### config.mk
export PLATFORM = sky130hd
export DESIGN_NAME = mc_comparator_capture
export DESIGN_NICKNAME = d
export VERILOG_FILES = /design/src/rtl/mcc_pkg.sv /design/src/rtl/comp_chan_filter.sv /design/src/rtl/mc_comparator_capture.sv
export SDC_FILE = /design/constraint.sdc
export NUM_CORES = 1
export LEC_CHECK = 0
export ABC_AREA = 1
export CAP_MARGIN = 20
export CORE_MARGIN = 10
export CORE_UTILIZATION = 47
export CTS_BUF_LIST = sky130_fd_sc_hd__clkbuf_8
export DETAILED_ROUTE_END_ITERATION = 12
export GPL_TIMING_DRIVEN = 0
export PLACE_DENSITY = 0.69
export SYNTH_ARGS = -nofsm -noshare
export SYNTH_HDL_FRONTEND = slang
export SYNTH_HIERARCHICAL = 1
export SYNTH_SLANG_ARGS = --single-unit
### constraint.sdc
create_clock -name clk -period 1.8 [get_ports clk]
set_clock_uncertainty 0.1 [all_clocks]
set_input_delay 0.36 -clock clk [delete_from_list [all_inputs] [get_ports clk]]
set_output_delay 0.36 -clock clk [all_outputs]
set_load 0.02 [all_outputs]
### src/rtl/mcc_pkg.sv
// Shared types and constants for the comparator capture block.
package mcc_pkg;

    typedef enum logic [1:0] {
        EDGE_RISE = 2'b00,
        EDGE_FALL = 2'b01,
        EDGE_BOTH = 2'b10,
        EDGE_NONE = 2'b11
    } edge_mode_t;

    typedef enum logic [1:0] {
        CH_IDLE  = 2'b00,
        CH_ARMED = 2'b01,
        CH_DONE  = 2'b10
    } ch_state_t;

    localparam logic [15:0] LED_TEST_PATTERN = 16'h5555;

    // True when a filtered-level change is of the kind selected by mode.
    function automatic logic edge_qualifies(input edge_mode_t mode,
                                            input logic       rise,
                                            input logic       fall);
        logic q;
        case (mode)
            EDGE_RISE: q = rise;
            EDGE_FALL: q = fall;
            EDGE_BOTH: q = rise | fall;
            default:   q = 1'b0;
        endcase
        return q;
    endfunction

endpackage

### src/rtl/comp_chan_filter.sv
// One comparator channel: synchroniser chain, consecutive-sample
// filter and edge detector. rise/fall are registered one-cycle pulses
// issued on the cycle the filtered level changes.
module comp_chan_filter #(
    parameter int SYNC_STAGES = 2,
    parameter int FILT_LEN    = 4
) (
    input  logic clk,
    input  logic reset,
    input  logic comp_raw,
    output logic rise,
    output logic fall
);

    localparam int             CW     = (FILT_LEN > 1) ? $clog2(FILT_LEN) : 1;
    localparam logic [CW-1:0]  RELOAD = CW'(FILT_LEN - 1);

    logic [SYNC_STAGES-1:0] sync_q;
    logic                   sync_s;
    logic                   level_q;
    logic [CW-1:0]          cnt_q;
    logic                   rise_q;
    logic                   fall_q;

    assign sync_s = sync_q[SYNC_STAGES-1];
    assign rise   = rise_q;
    assign fall   = fall_q;

    // Synchroniser chain for the asynchronous comparator output.
    always_ff @(posedge clk or posedge reset) begin
        if (reset) begin
            sync_q <= '0;
        end else begin
            sync_q <= {sync_q[SYNC_STAGES-2:0], comp_raw};
        end
    end

    // Down-counter of remaining differing samples; any sample equal to the
    // current level restarts the run, so only FILT_LEN consecutive
    // differing samples move the level. The counter sits at its reload
    // value whenever no run is in progress, including out of reset.
    always_ff @(posedge clk or posedge reset) begin
        if (reset) begin
            level_q <= 1'b0;
            cnt_q   <= RELOAD;
            rise_q  <= 1'b0;
            fall_q  <= 1'b0;
        end else begin
            rise_q <= 1'b0;
            fall_q <= 1'b0;
            if (sync_s == level_q) begin
                cnt_q <= RELOAD;
            end else if (cnt_q == '0) begin
                level_q <= sync_s;
                cnt_q   <= RELOAD;
                rise_q  <= sync_s;
                fall_q  <= ~sync_s;
            end else begin
                cnt_q <= cnt_q - 1'b1;
            end
        end
    end

endmodule

### src/rtl/mc_comparator_capture.sv
// Multi-channel comparator capture: each channel records the PWM count at
// its first qualified comparator edge in a PWM period.
//
// state    | meaning
// ---------+-------------------------------------------------------------
// CH_IDLE  | after reset; no capture until the next period_start
// CH_ARMED | waiting for a qualified edge in the current period
// CH_DONE  | captured this period; further edges ignored until period_start
module mc_comparator_capture #(
    parameter int N_CH        = 4,
    parameter int CNT_W       = 8,
    parameter int SYNC_STAGES = 2,
    parameter int FILT_LEN    = 4
) (
    input  logic             clk,
    input  logic             reset,
    input  logic [N_CH-1:0]  comp_in,
    input  logic [CNT_W-1:0] pwm_count,
    input  logic             period_start,
    input  logic [1:0]       edge_mode,
    input  logic [2:0]       rd_ch,
    input  logic             rd_ack,
    input  logic             test_force,
    output logic [N_CH-1:0]  capture_en,
    output logic [CNT_W-1:0] sample,
    output logic             sample_valid,
    output logic [N_CH-1:0]  overrun,
    output logic [15:0]      led
);

    import mcc_pkg::*;

    edge_mode_t       mode;
    logic [CNT_W-1:0] result_arr [N_CH];
    logic [N_CH-1:0]  valid_vec;

    assign mode = edge_mode_t'(edge_mode);

    for (genvar g = 0; g < N_CH; g++) begin : g_ch
        ch_state_t        state_q;
        ch_state_t        state_d;
        logic             ch_rise;
        logic             ch_fall;
        logic             qual;
        logic             ack_hit;
        logic             cap_d;
        logic             cap_q;
        logic             valid_q;
        logic             overrun_q;
        logic [CNT_W-1:0] result_q;

        comp_chan_filter #(
            .SYNC_STAGES (SYNC_STAGES),
            .FILT_LEN    (FILT_LEN)
        ) u_filt (
            .clk      (clk),
            .reset    (reset),
            .comp_raw (comp_in[g]),
            .rise     (ch_rise),
            .fall     (ch_fall)
        );

        assign qual          = edge_qualifies(mode, ch_rise, ch_fall);
        assign ack_hit       = rd_ack && (rd_ch == 3'(g));
        assign capture_en[g] = cap_q;
        assign overrun[g]    = overrun_q;
        assign valid_vec[g]  = valid_q;
        assign result_arr[g] = result_q;

        // Channel state register.
        always_ff @(posedge clk or posedge reset) begin
            if (reset) begin
                state_q <= CH_IDLE;
            end else begin
                state_q <= state_d;
            end
        end

        // Next state; period_start always re-arms and masks a coincident edge.
        always_comb begin
            state_d = state_q;
            cap_d   = 1'b0;
            case (state_q)
                CH_IDLE: begin
                    if (period_start) state_d = CH_ARMED;
                end
                CH_ARMED: begin
                    if (period_start) begin
                        state_d = CH_ARMED;
                    end else if (qual) begin
                        state_d = CH_DONE;
                        cap_d   = 1'b1;
                    end
                end
                CH_DONE: begin
                    if (period_start) state_d = CH_ARMED;
                end
                default: state_d = CH_IDLE;
            endcase
        end

        // Capture result and flags; a capture wins over a coincident ack
        // but the ack still suppresses the overrun it would have caused.
        always_ff @(posedge clk or posedge reset) begin
            if (reset) begin
                cap_q     <= 1'b0;
                result_q  <= '0;
                valid_q   <= 1'b0;
                overrun_q <= 1'b0;
            end else begin
                cap_q <= cap_d;
                if (cap_d) begin
                    result_q  <= pwm_count;
                    valid_q   <= 1'b1;
                    overrun_q <= ack_hit ? 1'b0 : (overrun_q | valid_q);
                end else if (ack_hit) begin
                    valid_q   <= 1'b0;
                    overrun_q <= 1'b0;
                end
            end
        end
    end

    // Readout mux; an out-of-range rd_ch matches no channel and reads zero.
    always_comb begin
        sample       = '0;
        sample_valid = 1'b0;
        for (int i = 0; i < N_CH; i++) begin
            if (rd_ch == 3'(i)) begin
                sample       = result_arr[i];
                sample_valid = valid_vec[i];
            end
        end
    end

    // Registered display of the selected sample or the test pattern.
    always_ff @(posedge clk or posedge reset) begin
        if (reset) begin
            led <= '0;
        end else begin
            led <= test_force ? LED_TEST_PATTERN : 16'(sample);
        end
    end

endmodule

==> qor.yml <==
status: "complete, no violations"
hold_end: "g_ch[0].state_q[0]"
cts_sinks: 89
postSynthCellCount: 447
holdPathStages: 3
cts_hold_buf: 0
cp_data_required_time_ps: 1340
nets: 545
numCtsBuffers: 9
antenna_found_initial: 0
synth.avg_cell_area_sq_um: 8.91
htree_levels: 3
worstPathMaxFanout: 8
synth.largest_area_cell: "dfrtp_1"
area_growth_syn_to_layout_pct: 23.9
fin_ws_ps: 24.7
io_pins: 55
power.internal_mw: 3.58
worstHoldStart: "period_start"
ant_nets: 0
synthTopCellsByArea: "dfrtp_1 (51%), nand2_1 (12%), nand3_1 (8.4%)"
die_y_microns: 112
first_pass_iters: 4
period_minus_slack_ps: 1780
antennaDiodeCount: 0
netlist_area_sq_mm: 0.00398
hold_viol: 0
rsz0062_at_grt: "yes"
ys_top_cells_by_count: "nand2_1 (127), dfrtp_1 (81), nand3_1 (67)"
rows: 33
drt_iter0_markers: 112
post-place-ws_ps: -1080
insertion_delay_ps: 340
avgViaCountPerCell: 4.90
core_sq_mm: 0.00822
synthFlopType: "dfrtp_1"
synth-seq-cells: 89
cp-end-kind: "output pin"
routed_wl_microns: 8480
p_switching_mw: 1.75
dieArea_sq_mm: 0.0126
drv_slew: 0
dpl.hpwl_microns: 6270
overflow: 0
grt_pass1_vias: 3003
fmax_ghz: 0.563
synthArstFlopShare_pct: 100
remaining_drc_errors: 0
yosysSeqAreaShare_pct: 56.2
cp.arrival_ps: 1320
drive_above_1_share_pct: 22.5
tightest_slew_ps: 642
period_share_pct: 98.6
grt_usage_pct: 13.8
r2r_end: "g_ch[0].result_q[6]"
path_clk_slew_ps: 90
whs_ps: 212
r2r-start: "g_ch[0].state_q[1]"
critPathLaunchType: "primary input"
power_frac_clock_pct: 21.3
timing.slew.headroom_pct: 57.1
pwr-share-comb_pct: 25.9
setup-violations-final: 0
ctsLongestPathBuffers: 2
reg2reg_slack_ps: 320
ff2ff_path_depth: 5
ir_drop_uv: 668
nFillCells: 773
ys_types: 22
share_seq_of_total_power_pct: 52.8
synth_edf_count: 0
power.density_cell_area_mw_per_mm2: 1080
cap_violations: 0
cts-root-buf: "clkbuf_8"
yosys_warnings: 6
total_leakage_power_nw: 2.74
grt_pass1_wl_microns: 14500
p_sw_share_pct: 32.8
vias: 3081
crit_type: "primary input to output pin"
port_buffers: 48
min_path_type: "primary input to flop"
initial_core_util_pct: 48.5
gp_congestion: 0.877
tritoncts: "built"
yosysMostFrequentCell: "nand2_1"
grt_max_degree: 35
synth.top_cell.area_share_pct: 50.9
wl_per_cell_microns: 13.5
die_w_microns: 112
critical path, stage by stage:
cell,delay (ps)
buf_2,150
inv_4,110
nand3_2,140
inv_2,110
nand2_1,80
nand4_1,90
clkdlybuf4s15_2,270
power by group through the flow:
| stage | sequential, mW | combinational (mW) | clock [mW] |
|---|---|---|---|
| CTS | 2.81 | 1.33 | 1.18 |
| detailed placement | 2.85 | 1.33 | 0 |
| global placement | 2.83 | 1.27 | 0 |
| finish | 2.82 | 1.38 | 1.14 |
| floorplan | 2.81 | 0.909 | 0 |
| global route | 2.87 | 1.59 | 1.26 |
layer usage:
layer  GRT usage [%]  up-vias  share of wire, %
met5               0        -                 0
met4            5.08        0               1.3
met3            3.57       11               5.7
met2            23.3       71                51
met1            16.7     1462                42
li1                -     1537                 -
cell usage in the layout, fill, tap and decap left out, types with 5 or more instances in the layout:
cell type / n
dfstp_2: 8
dfrtp_1: 81
clkdlybuf4s50_1: 22
buf_4: 26
inv_2: 11
nand2_1: 125
nor3_2: 8
o21ai_2: 6
nand4_1: 11
inv_1: 50
nand2_2: 10
nor2_1: 19
clkbuf_8: 9
buf_2: 7
o21ai_0: 6
buf_6: 9
o21ai_1: 6
nor3_4: 5
dlygate4sd2_1: 12
nand3_1: 62
flip-flops by register name, indices dropped and copies added, names as in the netlist, 8 cells and up:
| register | count |
|---|---|
| g_ch.result_q | 32 |
| g_ch.state_q | 8 |
| g_ch.u_filt/cnt_q | 8 |
| g_ch.u_filt/sync_q | 8 |
| led | 9 |
metrics by stage:
step                instances  util [%]  instance area [sq um]  total power [mW]  TNS, ps
finish                    629      60.0                   4930              5.33        0
global route              629      60.0                   4930              5.73     -134
CTS                       624      58.6                   4820              5.32        0
detailed placement        604      56.3                   4630              4.18   -17340
global placement          603      56.1                   4610              4.10   -34320
floorplan                 450         -                   4000              3.72        0
cell families after synthesis:
family          Yosys count  synth area share [%]
flops                    89                  56.2
other cells               1                0.0942
buf+inv                  84                  10.4
fa+ha+maj                 4                  1.26
simple gates            251                  29.8
compound gates           18                  2.26
worst max-delay path by stage:
stage                     startpoint            to  slack, ps  cells after the start
after floorplan             rd_ch[0]     sample[0]        160                      5
after global placement      rd_ch[2]     sample[0]      -1020                      7
after detailed placement    rd_ch[1]     sample[6]      -1080                      7
after CTS                   rd_ch[2]  sample_valid          8                      7
after global routing        rd_ch[2]     sample[7]        -40                      8
final                       rd_ch[2]  sample_valid         20                      7
timing repair:
action	CTS	global route
resized for setup	84	22
setup buffers	4	4
pin swaps	5	9
endpoints found under the setup margin	21	12
gates cloned	0	1
layout make-up:
class	count	area, sq um	area share (%)
Clock inverter	7	31.3	0.634
Multi-Input combinational cell	277	1430	29.0
Clock buffer	9	124	2.51
Timing Repair Buffer	58	542	11.0
Inverter	60	231	4.69
Tap cell	105	131	2.66
Buffer	24	204	4.13
Sequential cell	89	2240	45.3
No activity file was read; power rests on OpenSTA's default activity.
==> RTL edit: new RTL, same flow settings <==
The 3 states of `ch_state_t` get a one-hot encoding in 3 bits.
--- a/src/rtl/mcc_pkg.sv
+++ b/src/rtl/mcc_pkg.sv
@@ -9,8 +9,8 @@
     } edge_mode_t;
 
-    typedef enum logic [1:0] {
-        CH_IDLE  = 2'b00,
-        CH_ARMED = 2'b01,
-        CH_DONE  = 2'b10
+    typedef enum logic [2:0] {
+        CH_IDLE  = 3'b001,
+        CH_ARMED = 3'b010,
+        CH_DONE  = 3'b100
     } ch_state_t;
 
Formal check against the unedited RTL: no difference found for any inputs over 10 cycles, from zero or initial values and one cycle with reset high; not proved beyond that.
==> RTL edit against the unedited design <==
- register-to-register slack improved by 30 ps
- synthesized area increased by 8.3%
- global-route usage increased by 0.72 points
- sequential cell count increased by 4
- total power increased by 2.6%
- combinational power decreased by 13%
- final area increased by 6.4%
- worst setup slack improved by 31 ps
- routed wire length increased by 8.7%
- highest routed layer unchanged
==> RTL edit: results (changes against the unedited design) <==
Parameter                              Value

Synthesis
  Area fraction of the dominant cell type after synthesis    0.470 (-0.0391)
  Most used standard cells in the synthesized netlist    sky130_fd_sc_hd__nand2_1, sky130_fd_sc_hd__dfrtp_1, sky130_fd_sc_hd__nand3_1, sky130_fd_sc_hd__inv_1, sky130_fd_sc_hd__nand4_1
  Average footprint of a synthesized cell    8.91 sq um (about the same)
  Fraction of the yosys area taken by sequential cells    0.543 (-0.0188)
  Area contributors post-synth    sky130_fd_sc_hd__dfrtp_1, sky130_fd_sc_hd__nand2_1, sky130_fd_sc_hd__nand3_1

Final layout
  Leading registers by flop count    g_ch.result_q: 32 flops, g_ch.state_q: 12 flops, led: 9 flops
  Final net count    579 (+6.2%)
  Sequential cell area    0.00234 sq mm (+4.7%)
  Layout filler cell count    776 (+0.39%)

Global route
  Routing usage on met1    0.180 (+0.0136)
  GRT met2 Usage    0.234 (+0.00165)
  Largest net degree at the start of global routing    37 (+5.7%)
  GRT met3 Usage    0.0424 (+0.00670)

Pwr
  Part of the total power dissipated in combinational logic    0.220 (-0.039)
  Power density over the cells    1040 mW/mm^2 (-3.6%)
  Proportion of total power due to net switching    0.311 (-0.0177)
  IR drop worst, VDD    0.570 mV (-15%)
  Cell leakage power    2.94 nW (+7.5%)
  Power drawn by the sequential cells    2.74 mW (-3%)

Clock network
  Setup repair bufs after CTS    3 (-1)
  PostCTS Resize Cnt    76 (-9.5%)

Place
  Placed wire-length estimate after detailed placement    6.94 mm (+11%)
  Cell area reported after detailed placement    0.00496 sq mm (+7.2%)
  Number of placed cells counting well taps    644 (+6.6%)
  Post-placement worst setup slack    -977 ps (+103 ps)

Routing
  Final routed wirelength across all metal layers    9.22 mm (+8.7%)
  DR WL met3    718 um (+50%)
  Met2 wire length    4.42 mm (+2.8%)
  Count of TritonRoute iterations in the first routing pass    5 (+1)
  Vias per inst    5.03 (+2.6%)
  DR iter-0 viols    158 (+41%)
  WL met1    3.95 mm (+9.9%)

Min path
  Hold path endpoint    g_ch[3].state_q[1]

Setup path
  Critical path data arrival time    1280 ps (-40 ps)
  Start of the worst register-to-register path    g_ch[1].state_q[2]
  Register-to-register path setup slack    350 ps (+30 ps)
  Worst Setup EP    led[4]
  Crit. Startpoint    led[4]
  Slowest stage cell, crit path    sky130_fd_sc_hd__clkdlybuf4s50_1
  Worst reg-to-reg path cell count    7 (+2)

STA
  Min Clock Period, post-route    1740 ps (-31.1 ps)
  Fin Hold WS    237 ps (+24.4 ps)
  Transition time at the pin with the least slew margin    666 ps (+24.4 ps)

Outcome
  Run status    finished, final reports clean
-- RTL edit: changes by cell type after synthesis, sizes merged, moves of 2 or more --
| cell | before | now |
|---|---|---|
| a21oi | 0 | 3 |
| buf | 23 | 25 |
| dfstp | 8 | 12 |
| inv | 60 | 73 |
| nand2 | 135 | 145 |
| nand3 | 67 | 72 |
| nand4 | 11 | 19 |
| nor3 | 13 | 9 |
-- RTL edit: layout make-up --
type	instances	share of cell area
Clock inverter	6	0.0152
Tap cell	108	0.0257
Timing Repair Buffer	55	0.0953
Sequential cell	93	0.446
Multi-Input combinational cell	296	0.298
Clock buffer	10	0.0262
Inverter	73	0.0538
Buffer	25	0.0398
-- RTL edit: cell families after synthesis --
group / share of synthesized area
AO/OA/AOI/OAI: 0.0232
buffers and inverters: 0.110
adder cells (fa/ha/maj): 0.0116
flip-flops: 0.543
AND/OR/NAND/NOR: 0.311
other: 0.000869
